### src/rtl/sha256_msg_sched_pkg.sv
// Shared types and constants for the SHA-256 message schedule generator.
package sha256_msg_sched_pkg;

    localparam int unsigned SHA256_BLOCK_WORDS = 16;
    localparam int unsigned SHA256_SCHED_WORDS = 64;
    localparam int unsigned SCHED_T_W          = $clog2(SHA256_SCHED_WORDS);

    // Last word index sourced from the message port, and last index of a block.
    localparam logic [SCHED_T_W-1:0] SCHED_T_LOAD_LAST = 6'd15;
    localparam logic [SCHED_T_W-1:0] SCHED_T_LAST      = 6'd63;

    typedef enum logic [0:0] {
        SCHED_LOAD   = 1'b0,
        SCHED_EXPAND = 1'b1
    } sha2_sched_state_t;

    // 32-bit rotate right; the doubled word makes the wrap-around a plain shift.
    function automatic logic [31:0] rotr32(input logic [31:0] x, input logic [4:0] n);
        logic [63:0] dbl;
        dbl = {x, x} >> n;
        return dbl[31:0];
    endfunction

endpackage

### src/rtl/sha256_msg_sched_if.sv
// Message-in / schedule-out handshake bundle of the schedule generator.
interface sha256_msg_sched_if;

    logic        msg_valid_i;
    logic [31:0] msg_word_i;
    logic        msg_ready_o;
    logic        w_valid_o;
    logic        w_ready_i;
    logic [31:0] w_word_o;
    logic [5:0]  w_idx_o;
    logic        w_last_o;

    // Schedule generator side.
    modport slave (
        input  msg_valid_i, msg_word_i, w_ready_i,
        output msg_ready_o, w_valid_o, w_word_o, w_idx_o, w_last_o
    );

    // Producer/consumer side.
    modport master (
        output msg_valid_i, msg_word_i, w_ready_i,
        input  msg_ready_o, w_valid_o, w_word_o, w_idx_o, w_last_o
    );

endinterface

### src/rtl/sha256_msg_sched_sigma.sv
// SHA-256 small sigma functions of one operand, purely combinational.
module sha256_sigma
    import sha256_msg_sched_pkg::*;
(
    input  logic [31:0] x,
    output logic [31:0] sig0,
    output logic [31:0] sig1
);

    assign sig0 = rotr32(x, 5'd7)  ^ rotr32(x, 5'd18) ^ (x >> 5'd3);
    assign sig1 = rotr32(x, 5'd17) ^ rotr32(x, 5'd19) ^ (x >> 5'd10);

endmodule

### src/rtl/sha256_msg_sched.sv
// SHA-256 message schedule generator: passes M[0..15] through, then expands
// W[16..63] from a 16-word circular buffer, one word per output-slot load.
module sha256_msg_sched
    import sha256_msg_sched_pkg::*;
#(
    parameter bit LOGIC_GATING = 1'b1
) (
    input  logic               clk_i,
    input  logic               rst_ni,
    input  logic               flush_i,
    sha256_msg_sched_if.slave  bus,
    output logic               busy_o
);

    sha2_sched_state_t      r_state;
    sha2_sched_state_t      w_state_next;
    logic [SCHED_T_W-1:0]   r_t;
    logic [SCHED_T_W-1:0]   w_t_next;

    // Circular buffer: slot t[3:0] holds W[t-16] until it is overwritten by W[t].
    logic [31:0]            r_buf [SHA256_BLOCK_WORDS];

    logic                   r_out_valid;
    logic [31:0]            r_out_word;
    logic [SCHED_T_W-1:0]   r_out_idx;
    logic                   r_out_last;

    logic                   w_in_load;
    logic                   w_in_expand;
    logic                   w_slot_free;
    logic                   w_msg_hs;
    logic                   w_exp_fire;
    logic                   w_load;

    logic [3:0]             w_idx_m2;
    logic [3:0]             w_idx_m7;
    logic [3:0]             w_idx_m15;
    logic [3:0]             w_idx_m16;
    logic                   w_gate;
    logic [31:0]            w_op_m2;
    logic [31:0]            w_op_m7;
    logic [31:0]            w_op_m15;
    logic [31:0]            w_op_m16;
    logic [31:0]            w_sig1_m2;
    logic [31:0]            w_sig0_m15;
    logic [31:0]            w_unused_sig0_m2;
    logic [31:0]            w_unused_sig1_m15;
    logic [31:0]            w_sum;
    logic [31:0]            w_new_word;

    // Handshake qualification: a load happens whenever the output slot frees up
    // and a word is available (from the port in LOAD, from the datapath in EXPAND).
    always_comb begin
        w_in_load   = (r_state == SCHED_LOAD);
        w_in_expand = (r_state == SCHED_EXPAND);
        w_slot_free = !r_out_valid || bus.w_ready_i;
        w_msg_hs    = w_in_load && w_slot_free && bus.msg_valid_i;
        w_exp_fire  = w_in_expand && w_slot_free;
        if (flush_i) begin
            w_load = 1'b0;
        end else begin
            w_load = w_msg_hs || w_exp_fire;
        end
    end

    // A flush cancels any handshake, so the port must not advertise acceptance.
    assign bus.msg_ready_o = w_in_load && w_slot_free && !flush_i;

    // Operand read indices relative to t; 4-bit arithmetic gives the modulo-16 wrap.
    assign w_idx_m2  = r_t[3:0] - 4'd2;
    assign w_idx_m7  = r_t[3:0] - 4'd7;
    assign w_idx_m15 = r_t[3:0] - 4'd15;
    assign w_idx_m16 = r_t[3:0];

    // Operand selection; with gating, the sigma/adder inputs are held at zero
    // outside EXPAND so the datapath does not toggle while words stream in.
    always_comb begin
        w_gate = !LOGIC_GATING || w_in_expand;
        if (w_gate) begin
            w_op_m2  = r_buf[w_idx_m2];
            w_op_m7  = r_buf[w_idx_m7];
            w_op_m15 = r_buf[w_idx_m15];
            w_op_m16 = r_buf[w_idx_m16];
        end else begin
            w_op_m2  = 32'd0;
            w_op_m7  = 32'd0;
            w_op_m15 = 32'd0;
            w_op_m16 = 32'd0;
        end
    end

    sha256_sigma u_sigma_m2 (
        .x    (w_op_m2),
        .sig0 (w_unused_sig0_m2),
        .sig1 (w_sig1_m2)
    );

    sha256_sigma u_sigma_m15 (
        .x    (w_op_m15),
        .sig0 (w_sig0_m15),
        .sig1 (w_unused_sig1_m15)
    );

    // W[t] = sig1(W[t-2]) + W[t-7] + sig0(W[t-15]) + W[t-16], modulo 2^32.
    assign w_sum = w_sig1_m2 + w_op_m7 + w_sig0_m15 + w_op_m16;

    // Word entering the output register and buffer this cycle.
    always_comb begin
        if (w_in_load) begin
            w_new_word = bus.msg_word_i;
        end else begin
            w_new_word = w_sum;
        end
    end

    // Next-state logic: t advances per load; LOAD->EXPAND at 15->16, EXPAND->LOAD at 63->0.
    always_comb begin
        w_state_next = r_state;
        w_t_next     = r_t;
        if (flush_i) begin
            w_state_next = SCHED_LOAD;
            w_t_next     = 6'd0;
        end else if (w_load) begin
            w_t_next = r_t + 6'd1;
            case (r_state)
                SCHED_LOAD: begin
                    if (r_t == SCHED_T_LOAD_LAST) begin
                        w_state_next = SCHED_EXPAND;
                    end else begin
                        w_state_next = SCHED_LOAD;
                    end
                end
                SCHED_EXPAND: begin
                    if (r_t == SCHED_T_LAST) begin
                        w_state_next = SCHED_LOAD;
                    end else begin
                        w_state_next = SCHED_EXPAND;
                    end
                end
                default: begin
                    w_state_next = SCHED_LOAD;
                end
            endcase
        end else begin
            w_state_next = r_state;
            w_t_next     = r_t;
        end
    end

    // State and word counter registers.
    always_ff @(posedge clk_i or negedge rst_ni) begin
        if (!rst_ni) begin
            r_state <= SCHED_LOAD;
            r_t     <= 6'd0;
        end else begin
            r_state <= w_state_next;
            r_t     <= w_t_next;
        end
    end

    // Single output register: load on a new word, drain on consumer acceptance,
    // otherwise hold so data stays stable while the consumer stalls.
    always_ff @(posedge clk_i or negedge rst_ni) begin
        if (!rst_ni) begin
            r_out_valid <= 1'b0;
            r_out_word  <= 32'd0;
            r_out_idx   <= 6'd0;
            r_out_last  <= 1'b0;
        end else if (flush_i) begin
            r_out_valid <= 1'b0;
            r_out_word  <= 32'd0;
            r_out_idx   <= 6'd0;
            r_out_last  <= 1'b0;
        end else if (w_load) begin
            r_out_valid <= 1'b1;
            r_out_word  <= w_new_word;
            r_out_idx   <= r_t;
            r_out_last  <= (r_t == SCHED_T_LAST);
        end else if (bus.w_ready_i) begin
            r_out_valid <= 1'b0;
        end
    end

    // Buffer write of the word just produced; contents are not reset.
    always_ff @(posedge clk_i) begin
        if (w_load) begin
            r_buf[r_t[3:0]] <= w_new_word;
        end
    end

    assign bus.w_valid_o = r_out_valid;
    assign bus.w_word_o  = r_out_word;
    assign bus.w_idx_o   = r_out_idx;
    assign bus.w_last_o  = r_out_last;
    assign busy_o        = (r_t != 6'd0) || r_out_valid;

endmodule

### src/flat_wrapper.sv
// flat-port wrapper written by rule: the top's interface ports become plain ports
module sha256_msg_sched_flat import sha256_msg_sched_pkg::*;
#(
    parameter bit LOGIC_GATING = 1'b1
)
  (clk_i, rst_ni, flush_i, busy_o, bus_msg_valid_i, bus_msg_word_i, bus_w_ready_i, bus_msg_ready_o, bus_w_valid_o, bus_w_word_o, bus_w_idx_o, bus_w_last_o);
  sha256_msg_sched_if bus_i ();
  input  logic clk_i;
  input  logic rst_ni;
  input  logic flush_i;
  output logic busy_o;
  input wire logic [$bits(bus_i.msg_valid_i)-1:0] bus_msg_valid_i;
  input wire logic [$bits(bus_i.msg_word_i)-1:0] bus_msg_word_i;
  input wire logic [$bits(bus_i.w_ready_i)-1:0] bus_w_ready_i;
  output wire logic [$bits(bus_i.msg_ready_o)-1:0] bus_msg_ready_o;
  output wire logic [$bits(bus_i.w_valid_o)-1:0] bus_w_valid_o;
  output wire logic [$bits(bus_i.w_word_o)-1:0] bus_w_word_o;
  output wire logic [$bits(bus_i.w_idx_o)-1:0] bus_w_idx_o;
  output wire logic [$bits(bus_i.w_last_o)-1:0] bus_w_last_o;
  assign bus_i.msg_valid_i = bus_msg_valid_i;
  assign bus_i.msg_word_i = bus_msg_word_i;
  assign bus_i.w_ready_i = bus_w_ready_i;
  assign bus_msg_ready_o = bus_i.msg_ready_o;
  assign bus_w_valid_o = bus_i.w_valid_o;
  assign bus_w_word_o = bus_i.w_word_o;
  assign bus_w_idx_o = bus_i.w_idx_o;
  assign bus_w_last_o = bus_i.w_last_o;
  sha256_msg_sched #(.LOGIC_GATING(LOGIC_GATING)) u_core (.clk_i(clk_i), .rst_ni(rst_ni), .flush_i(flush_i), .bus(bus_i), .busy_o(busy_o));
endmodule
### config.mk
export PLATFORM = sky130hd
export DESIGN_NAME = sha256_msg_sched_flat
export DESIGN_NICKNAME = d
export VERILOG_FILES = /design/src/rtl/sha256_msg_sched_pkg.sv /design/src/rtl/sha256_msg_sched_if.sv /design/src/rtl/sha256_msg_sched_sigma.sv /design/src/rtl/sha256_msg_sched.sv /design/src/flat_wrapper.sv
export SDC_FILE = /design/constraint.sdc
export NUM_CORES = 1
export LEC_CHECK = 0
export ABC_AREA = 1
export ABC_CLOCK_PERIOD_IN_PS = 17200
export CORE_UTILIZATION = 40
export CTS_CLUSTER_SIZE = 28
export DETAILED_ROUTE_END_ITERATION = 7
export REMOVE_ABC_BUFFERS = 1
export SLEW_MARGIN = 20
export SYNTH_ARGS = -nofsm -noshare
export SYNTH_HDL_FRONTEND = slang
export SYNTH_HIERARCHICAL = 1
export SYNTH_SLANG_ARGS = --single-unit
### constraint.sdc
create_clock -name clk_i -period 17.2 [get_ports clk_i]
set_input_delay 5.16 -clock clk_i [delete_from_list [all_inputs] [get_ports clk_i]]
set_output_delay 5.16 -clock clk_i [all_outputs]
set_load 0.1 [all_outputs]
Word-level counts from Yosys, hierarchy flattened. Memories as Yosys holds them, arrays and structs flattened. Index checks and enable logic that the tools add are counted.

Flip-flop bits (word level): 47. Memory bits (writable): 512. Logic and storage cells: 57. Memories: 1.

Memory list: u_core.r_buf (depth 16, bits a word 32, read ports 4, clocked after Yosys merged registers in 0, wr ports 1, line sha256_msg_sched.sv:21) `logic [31:0] r_buf [SHA256_BLOCK_WORDS];`.

Add/subtract/negate cells: 7. Equality and inequality tests: 2. Mux-type cells: 24. Bitwise gates (word level): 5. Reduce and logical (&&, ||, !) cells: 12.

Operator list (number): $mux W32 (7); $add A32 B32 Y32 (3); $xor A32 B32 Y32 (2); $xor A32 B22 Y32 (1); $xor A32 B29 Y32 (1); $mux W6 (4); $mux W1 (12); $add A6 B1 Y6 const B (1); $eq A6 B4 Y1 const B (1); $eq A6 B6 Y1 const B (1); $reduce_bool A6 Y1 (1); $logic_and A1 B1 Y1 (4); $sub A4 B2 Y4 const B (1); $sub A4 B3 Y4 const B (1); $sub A4 B4 Y4 const B (1); $logic_or A1 B1 Y1 (3); $reduce_bool A3 Y1 (1); $logic_not A1 Y1 (2); $pmux W1 S2 (1); $reduce_bool A2 Y1 (1); $not A1 Y1 (1).

Depth between registers and ports, before layout. Gate-level depths: netlist of run 1. An unclocked memory read counts as a cell.

Depth in word-level cells: 11. Depth in mapped cells: 40.

Cells and area by module. Netlist of run 1, hierarchy kept.

By module, submodules not included: sha256_msg_sched (times used 1, cells an instance 3969, area an instance 34051.4 um^2); sha256_sigma (times used 2, cells an instance 361, area an instance 1496.4 um^2).

Worst setup path after synthesis of run 1. Ideal clock, no wire load.

Path kind: input-to-output. Start: input port bus_w_ready_i. End: output port bus_msg_ready_o. Arrival: 7242 ps. Slack: 4798 ps. Stages: 2. Buffers on the path: 0. Path through: nor2_1 nor3_1.

Word-level cells in the longest chain between the ends: 3.

RTL lines: start: declaration (line flat_wrapper.sv:14) `input wire logic [$bits(bus_i.w_ready_i)-1:0] bus_w_ready_i;`; $logic_or A1 B1 Y1 (line sha256_msg_sched.sv:56) `w_slot_free = !r_out_valid || bus.w_ready_i;`; $logic_and A1 B1 Y1 (2 in series) (line sha256_msg_sched.sv:67) `assign bus.msg_ready_o = w_in_load && w_slot_free && !flush_i;`; end: declaration (line flat_wrapper.sv:15) `output wire logic [$bits(bus_i.msg_ready_o)-1:0] bus_msg_ready_o;`.

Every way passes these cells.

Final worst setup path of run 1.
Start: input port flush_i. End: output port bus_msg_ready_o.

Word-level cells in the longest chain between the ends: 2.

RTL lines: start: declaration (line flat_wrapper.sv:10) `input logic flush_i;`; $logic_not A1 Y1 (line sha256_msg_sched.sv:67); $logic_and A1 B1 Y1 (line sha256_msg_sched.sv:67).

Every way passes these cells.

==> flow_summary.yaml, run 1 <==
status:
  status: "finished, final reports clean"
setup_path:
  required_ps: 12040
  rrSetupSlack_ps: 8120
  cp.arrival_ps: 7150
  critPathMaxFanout: 7
  worst-r2r-cell-count: 29
  start_kind: "primary input"
  endpoint_kind: "output port"
  r2r-end: "u_core/r_buf[6][25]"
  r2r-start: "u_core/r_t[1]"
  crit_type: "primary input to output port"
floorplan:
  die_x_um: 300.8
  initial_core_util_pct: 40.41
  io_pins: 79
  dieHeight_um: 300.8
  rows: 109
  dieArea_mm2: 0.09048
  coreArea_mm2: 0.08837
pwr:
  cellLeakagePower_nw: 15.16
  ir_drop_v: 0.00007078
  p_per_area_mw_per_mm2: 89.03
timing:
  fmax_ghz: 0.08126
  hold-worst-slack_ps: 477.2
  setup_slack_ps: 4893
  finalMaxSlewViolations: 0
  finalSetupViolCount: 0
  rsz0062_at_grt: "no"
  finalCritPeriodShare_pct: 71.55
  hold_viol: 0
  fin_crit_ps: 12310
  worstMarginPinSlew_ps: 1113
  clock_skew_ps: 33.61
  relSlewSlack_pct: 25.43
layout:
  drive_above_1_share_pct: 6.533
  num-nets-final: 4429
  synthToLayoutAreaGrowth_pct: 10.71
  antenna_cells: 0
  design_area_mm2: 0.03954
clocking:
  cts_hold_buffers: 0
  cts.path.max_buffers: 3
  clkSlewWorstSetupHoldPaths_ps: 50
  cts_inserted_buffers: 68
  cts_root_buffer: "clkbuf_16"
  cts-htree-levels: 3
  cts.sinks: 559
  clock_latency_ps: 630
  cts_setup_buffers: 0
  cts_resized: 0
  tritoncts: "built"
hold_path:
  hold_depth: 2
  min_path_type: "flip-flop to flip-flop"
  hp-start: "u_core/bus.w_word_o[15]"
  whs_endpoint: "u_core/bus.w_word_o[15]"
placed_design:
  dpl_cell_area_mm2: 0.03731
  dp_hpwl_um: 82130
  io_buffer_count: 78
  gp_congestion: 1.065
  pre_cts_ws_ps: 4888
detailed_routing:
  post_drt_wl_per_cell_um: 22.86
  final_antenna_net_count: 0
  drc: 0
  dr.pass1.iters: 6
  wl_um: 126000
  initialDrtViolationCount: 3272
  vias: 31410
  vias_per_cell: 5.699
grt:
  grt_first_pass_wirelength_um: 185500
  grt-ovfl-total: 0
  antenna_found_initial: 0
  grt_max_degree: 213
  track_usage_pct: 27.65
  grt_pass1_vias: 28930
yosys:
  yosysWarnings: 6
  synth.avg_cell_area_um2: 8.171
  syn_inst: 4371
  syn_area_mm2: 0.03571
flow_run:
  maxCapViolCount: 0
placed cells by master (no fill, tap or decap), types with 5 or more instances in the layout:
cell             count
clkinv_2             8
clkdlybuf4s50_1     77
and2_1               8
nor3_1              13
a21o_1               5
a311oi_1             6
fa_1                62
xor2_1              25
nor2_4              18
nor2_1             318
clkinv_1            10
nand4_1              6
o22ai_1             21
inv_1              426
o21ai_1            150
bufinv_16            6
a22o_1              10
a31o_2               8
a41oi_1             11
o21a_1               5
edfxtp_1           512
a31o_1               5
clkbuf_16           71
a31oi_1            107
inv_2               50
o21bai_1            20
buf_4               75
dfrtp_1             44
ha_1                35
o31ai_1              9
nand3_1            228
o21ai_0            503
nand2_1           1037
clkbuf_1            19
a21oi_1            190
mux2i_1             56
or2_2               16
o211ai_1           129
area by class of cell:
| type | count | area (µm²) |
|---|---|---|
| Sequential cell | 559 | 16560 |
| Tap cell | 1165 | 1458 |
| Multi-Input combinational cell | 3032 | 16120 |
| Clock inverter | 31 | 331.6 |
| Fill cell | 8709 | 48840 |
| Timing Repair Buffer | 154 | 1374 |
| Inverter | 478 | 1809 |
| Clock buffer | 93 | 1889 |
stage by stage:
step	cells	TNS [ps]	utilization (%)	power (mW)
floorplan	4069	-6805800	-	1.970
global placement	5388	0	42.22	2.095
detailed placement	5388	0	42.22	2.100
CTS	5512	0	44.74	3.533
global route	5512	0	44.74	3.638
finish	5512	0	44.74	3.520
sequential cells by signal, indices dropped and copies added (netlist names):
| signal | cells |
|---|---|
| u_core/bus.w_idx_o | 6 |
| u_core/bus.w_valid_o | 1 |
| u_core/bus.w_word_o | 32 |
| u_core/r_t | 6 |
| u_core/bus.w_last_o | 1 |
| u_core/r_buf | 512 |
| u_core/r_state | 1 |
worst max-delay path: stages:
cell	delay, ps
clkdlybuf4s50_1	580
nor3_1	240
clkdlybuf4s50_1	1160
metal layers:
layer  vias up  global-route usage (%)  share of wire [%]
met5         -                       0                  0
met4         0                   11.72                4.4
met3       262                   3.196                7.3
met2      1373                   44.18                 46
met1     15070                   37.97                 43
li1      14700                       -                  -
where the power goes:
group	total, mW	switching [mW]	internal [mW]
Combinational	0.569	0.413	0.156
Sequential	1.51	0.0120	1.50
Clock	1.44	0.579	0.862
worst max-delay path by stage:
stage | cells after the start | start | endpoint | slack (ps)
detailed placement | 3 | flush_i | bus_msg_ready_o | 4890
global route | 3 | flush_i | bus_msg_ready_o | 4800
floorplan | 24 | u_core/r_t[0] | u_core/r_buf[0][19] | -11310
CTS | 3 | flush_i | bus_msg_ready_o | 4890
global placement | 3 | flush_i | bus_msg_ready_o | 4910
finish | 3 | flush_i | bus_msg_ready_o | 4890
Note: power is estimated with default switching activity, not from simulation.
==> run 2: changes to the inputs <==
--- a/config.mk
+++ b/config.mk
@@ -6,7 +6,7 @@
 export NUM_CORES = 1
 export LEC_CHECK = 0
 export ABC_AREA = 1
-export ABC_CLOCK_PERIOD_IN_PS = 17200
+export ABC_CLOCK_PERIOD_IN_PS = 10600
 export CORE_UTILIZATION = 40
 export CTS_CLUSTER_SIZE = 28
 export DETAILED_ROUTE_END_ITERATION = 7
==> constraint.sdc (replaced) <==
create_clock -name clk_i -period 10.6 [get_ports clk_i]
set_input_delay 3.18 -clock clk_i [delete_from_list [all_inputs] [get_ports clk_i]]
set_output_delay 3.18 -clock clk_i [all_outputs]
set_load 0.1 [all_outputs]
==> run 2 against run 1 <==
Against the previous run: sequential cell count unchanged; power up 60%; critical path type unchanged; first-iteration DRC count fell by 0.43%; setup slack worse by 2600 ps; global-route usage about the same; die area stayed put; non-clock buffer count increased by 6; largest power group unchanged; cell count is essentially flat.
==> flow_summary.yaml, run 2 (same netlist as run 1, synthesis figures left out) <==
layout:
  fillers: 8656
  synthToLayoutAreaGrowth_pct: 10.79
  num-nets-final: 4428
  largest_register_ffs: 512
  antenna_cells: 0
  fin_util_pct: 44.77
  final_cell_mix: "nand2_1, edfxtp_1, o21ai_0"
  drive_above_1_share_pct: 6.789
  final_common_cell: "nand2_1"
placed_design:
  dp_hpwl_um: 85040
  gp_congestion: 1.026
  pre_cts_ws_ps: 2254
  io_buffer_count: 78
floorplan:
  coreArea_mm2: 0.08837
  die_x_um: 300.8
  dieArea_mm2: 0.09048
  initial_core_util_pct: 40.41
  io_pins: 79
  dieHeight_um: 300.8
  rows: 109
timing:
  finalCritPeriodShare_pct: 78.77
  fin_tns_setup_ps: 0
  clock_skew_ps: 55.17
  relSlewSlack_pct: 25.34
  finalMaxSlewViolations: 0
  fmax_ghz: 0.1198
  fin_crit_ps: 8350
  worstMarginPinSlew_ps: 1115
  setup_slack_ps: 2250
  hold-worst-slack_ps: 478.9
  rsz0062_at_grt: "no"
  finalSetupViolCount: 0
  hold_viol: 0
grt:
  track_usage_pct: 27.67
  grt_max_degree: 173
  grt_pass1_vias: 28490
  grt_first_pass_wirelength_um: 186100
  grt-ovfl-total: 0
  antenna_found_initial: 0
clocking:
  tritoncts: "built"
  cts_inserted_buffers: 61
  cts_root_buffer: "clkbuf_16"
  cts-htree-levels: 2
  cts_hold_buffers: 0
  clock_latency_ps: 670
  cts_setup_buffers: 0
  cts.path.max_buffers: 3
  cts_resized: 0
  cts.sinks: 559
  clkSlewWorstSetupHoldPaths_ps: 60
setup_path:
  required_ps: 7420
  cp.arrival_ps: 5170
  crit_type: "primary input to output port"
  endpoint_kind: "output port"
  start_kind: "primary input"
  critPathMaxFanout: 7
detailed_routing:
  initialDrtViolationCount: 3258
  dr.pass1.iters: 5
  vias: 31460
  drc: 0
  final_antenna_net_count: 0
  vias_per_cell: 5.709
  wl_um: 126900
  post_drt_wl_per_cell_um: 23.03
pwr:
  total_power_mw: 5.633
  cellLeakagePower_nw: 15.17
  p_per_area_mw_per_mm2: 142.4
  ir_drop_v: 0.0001172
flow_run:
  maxCapViolCount: 0
status:
  status: "finished, final reports clean"
hold_path:
  min_path_type: "flip-flop to flip-flop"
## run 2: final timing paths
check / startpoint / end / slack, ps / cells after the start
min in group asynchronous: rst_ni / u_core/bus.w_word_o[13] / 2620 / 1
setup / recovery: flush_i / bus_msg_ready_o / 2250 / 3
max in group asynchronous: rst_ni / u_core/r_t[1] / 7340 / 1
setup reg to reg: u_core/r_t[1] / u_core/r_buf[5][20] / 2360 / 28
hold / removal: u_core/bus.w_word_o[15] / u_core/bus.w_word_o[15] / 480 / 2
hold reg to reg: u_core/bus.w_word_o[15] / u_core/bus.w_word_o[15] / 480 / 2
## run 2: per-layer routing
metal  share of wire (%)  global-route usage [%]  vias to the layer above
met2                  46                   44.77                     1319
met4                 3.6                   9.766                        0
li1                    -                       -                    14710
met5                   0                       0                        -
met1                  43                   38.49                    15190
met3                 7.2                   2.879                      235
## run 2: through the flow
| step | std cells | cell area [µm²] |
|---|---|---|
| after floorplan | 4069 | 34250 |
| after detailed placement | 5394 | 37430 |
| final | 5510 | 39570 |
| after global placement | 5394 | 37430 |
| after global routing | 5510 | 39570 |
| after CTS | 5510 | 39560 |
## run 2: power breakdown
part / internal (mW) / switching, mW
registers: 2.43 / 0.0154
clock network: 1.33 / 0.927
logic: 0.262 / 0.669
## run 2: area by class of cell
cell class                      instances  area, µm²  share of cell area [%]
Clock inverter                         31      370.4                  0.9360
Inverter                              478       1809                   4.573
Sequential cell                       559      16560                   41.86
Timing Repair Buffer                  160       1494                   3.776
Tap cell                             1165       1458                   3.684
Clock buffer                           85       1758                   4.443
Multi-Input combinational cell       3032      16120                   40.73
## run 2: worst max-delay path, stage by stage
cell             delay [ps]
clkdlybuf4s50_1         590
nor3_1                  240
clkdlybuf4s50_1        1160
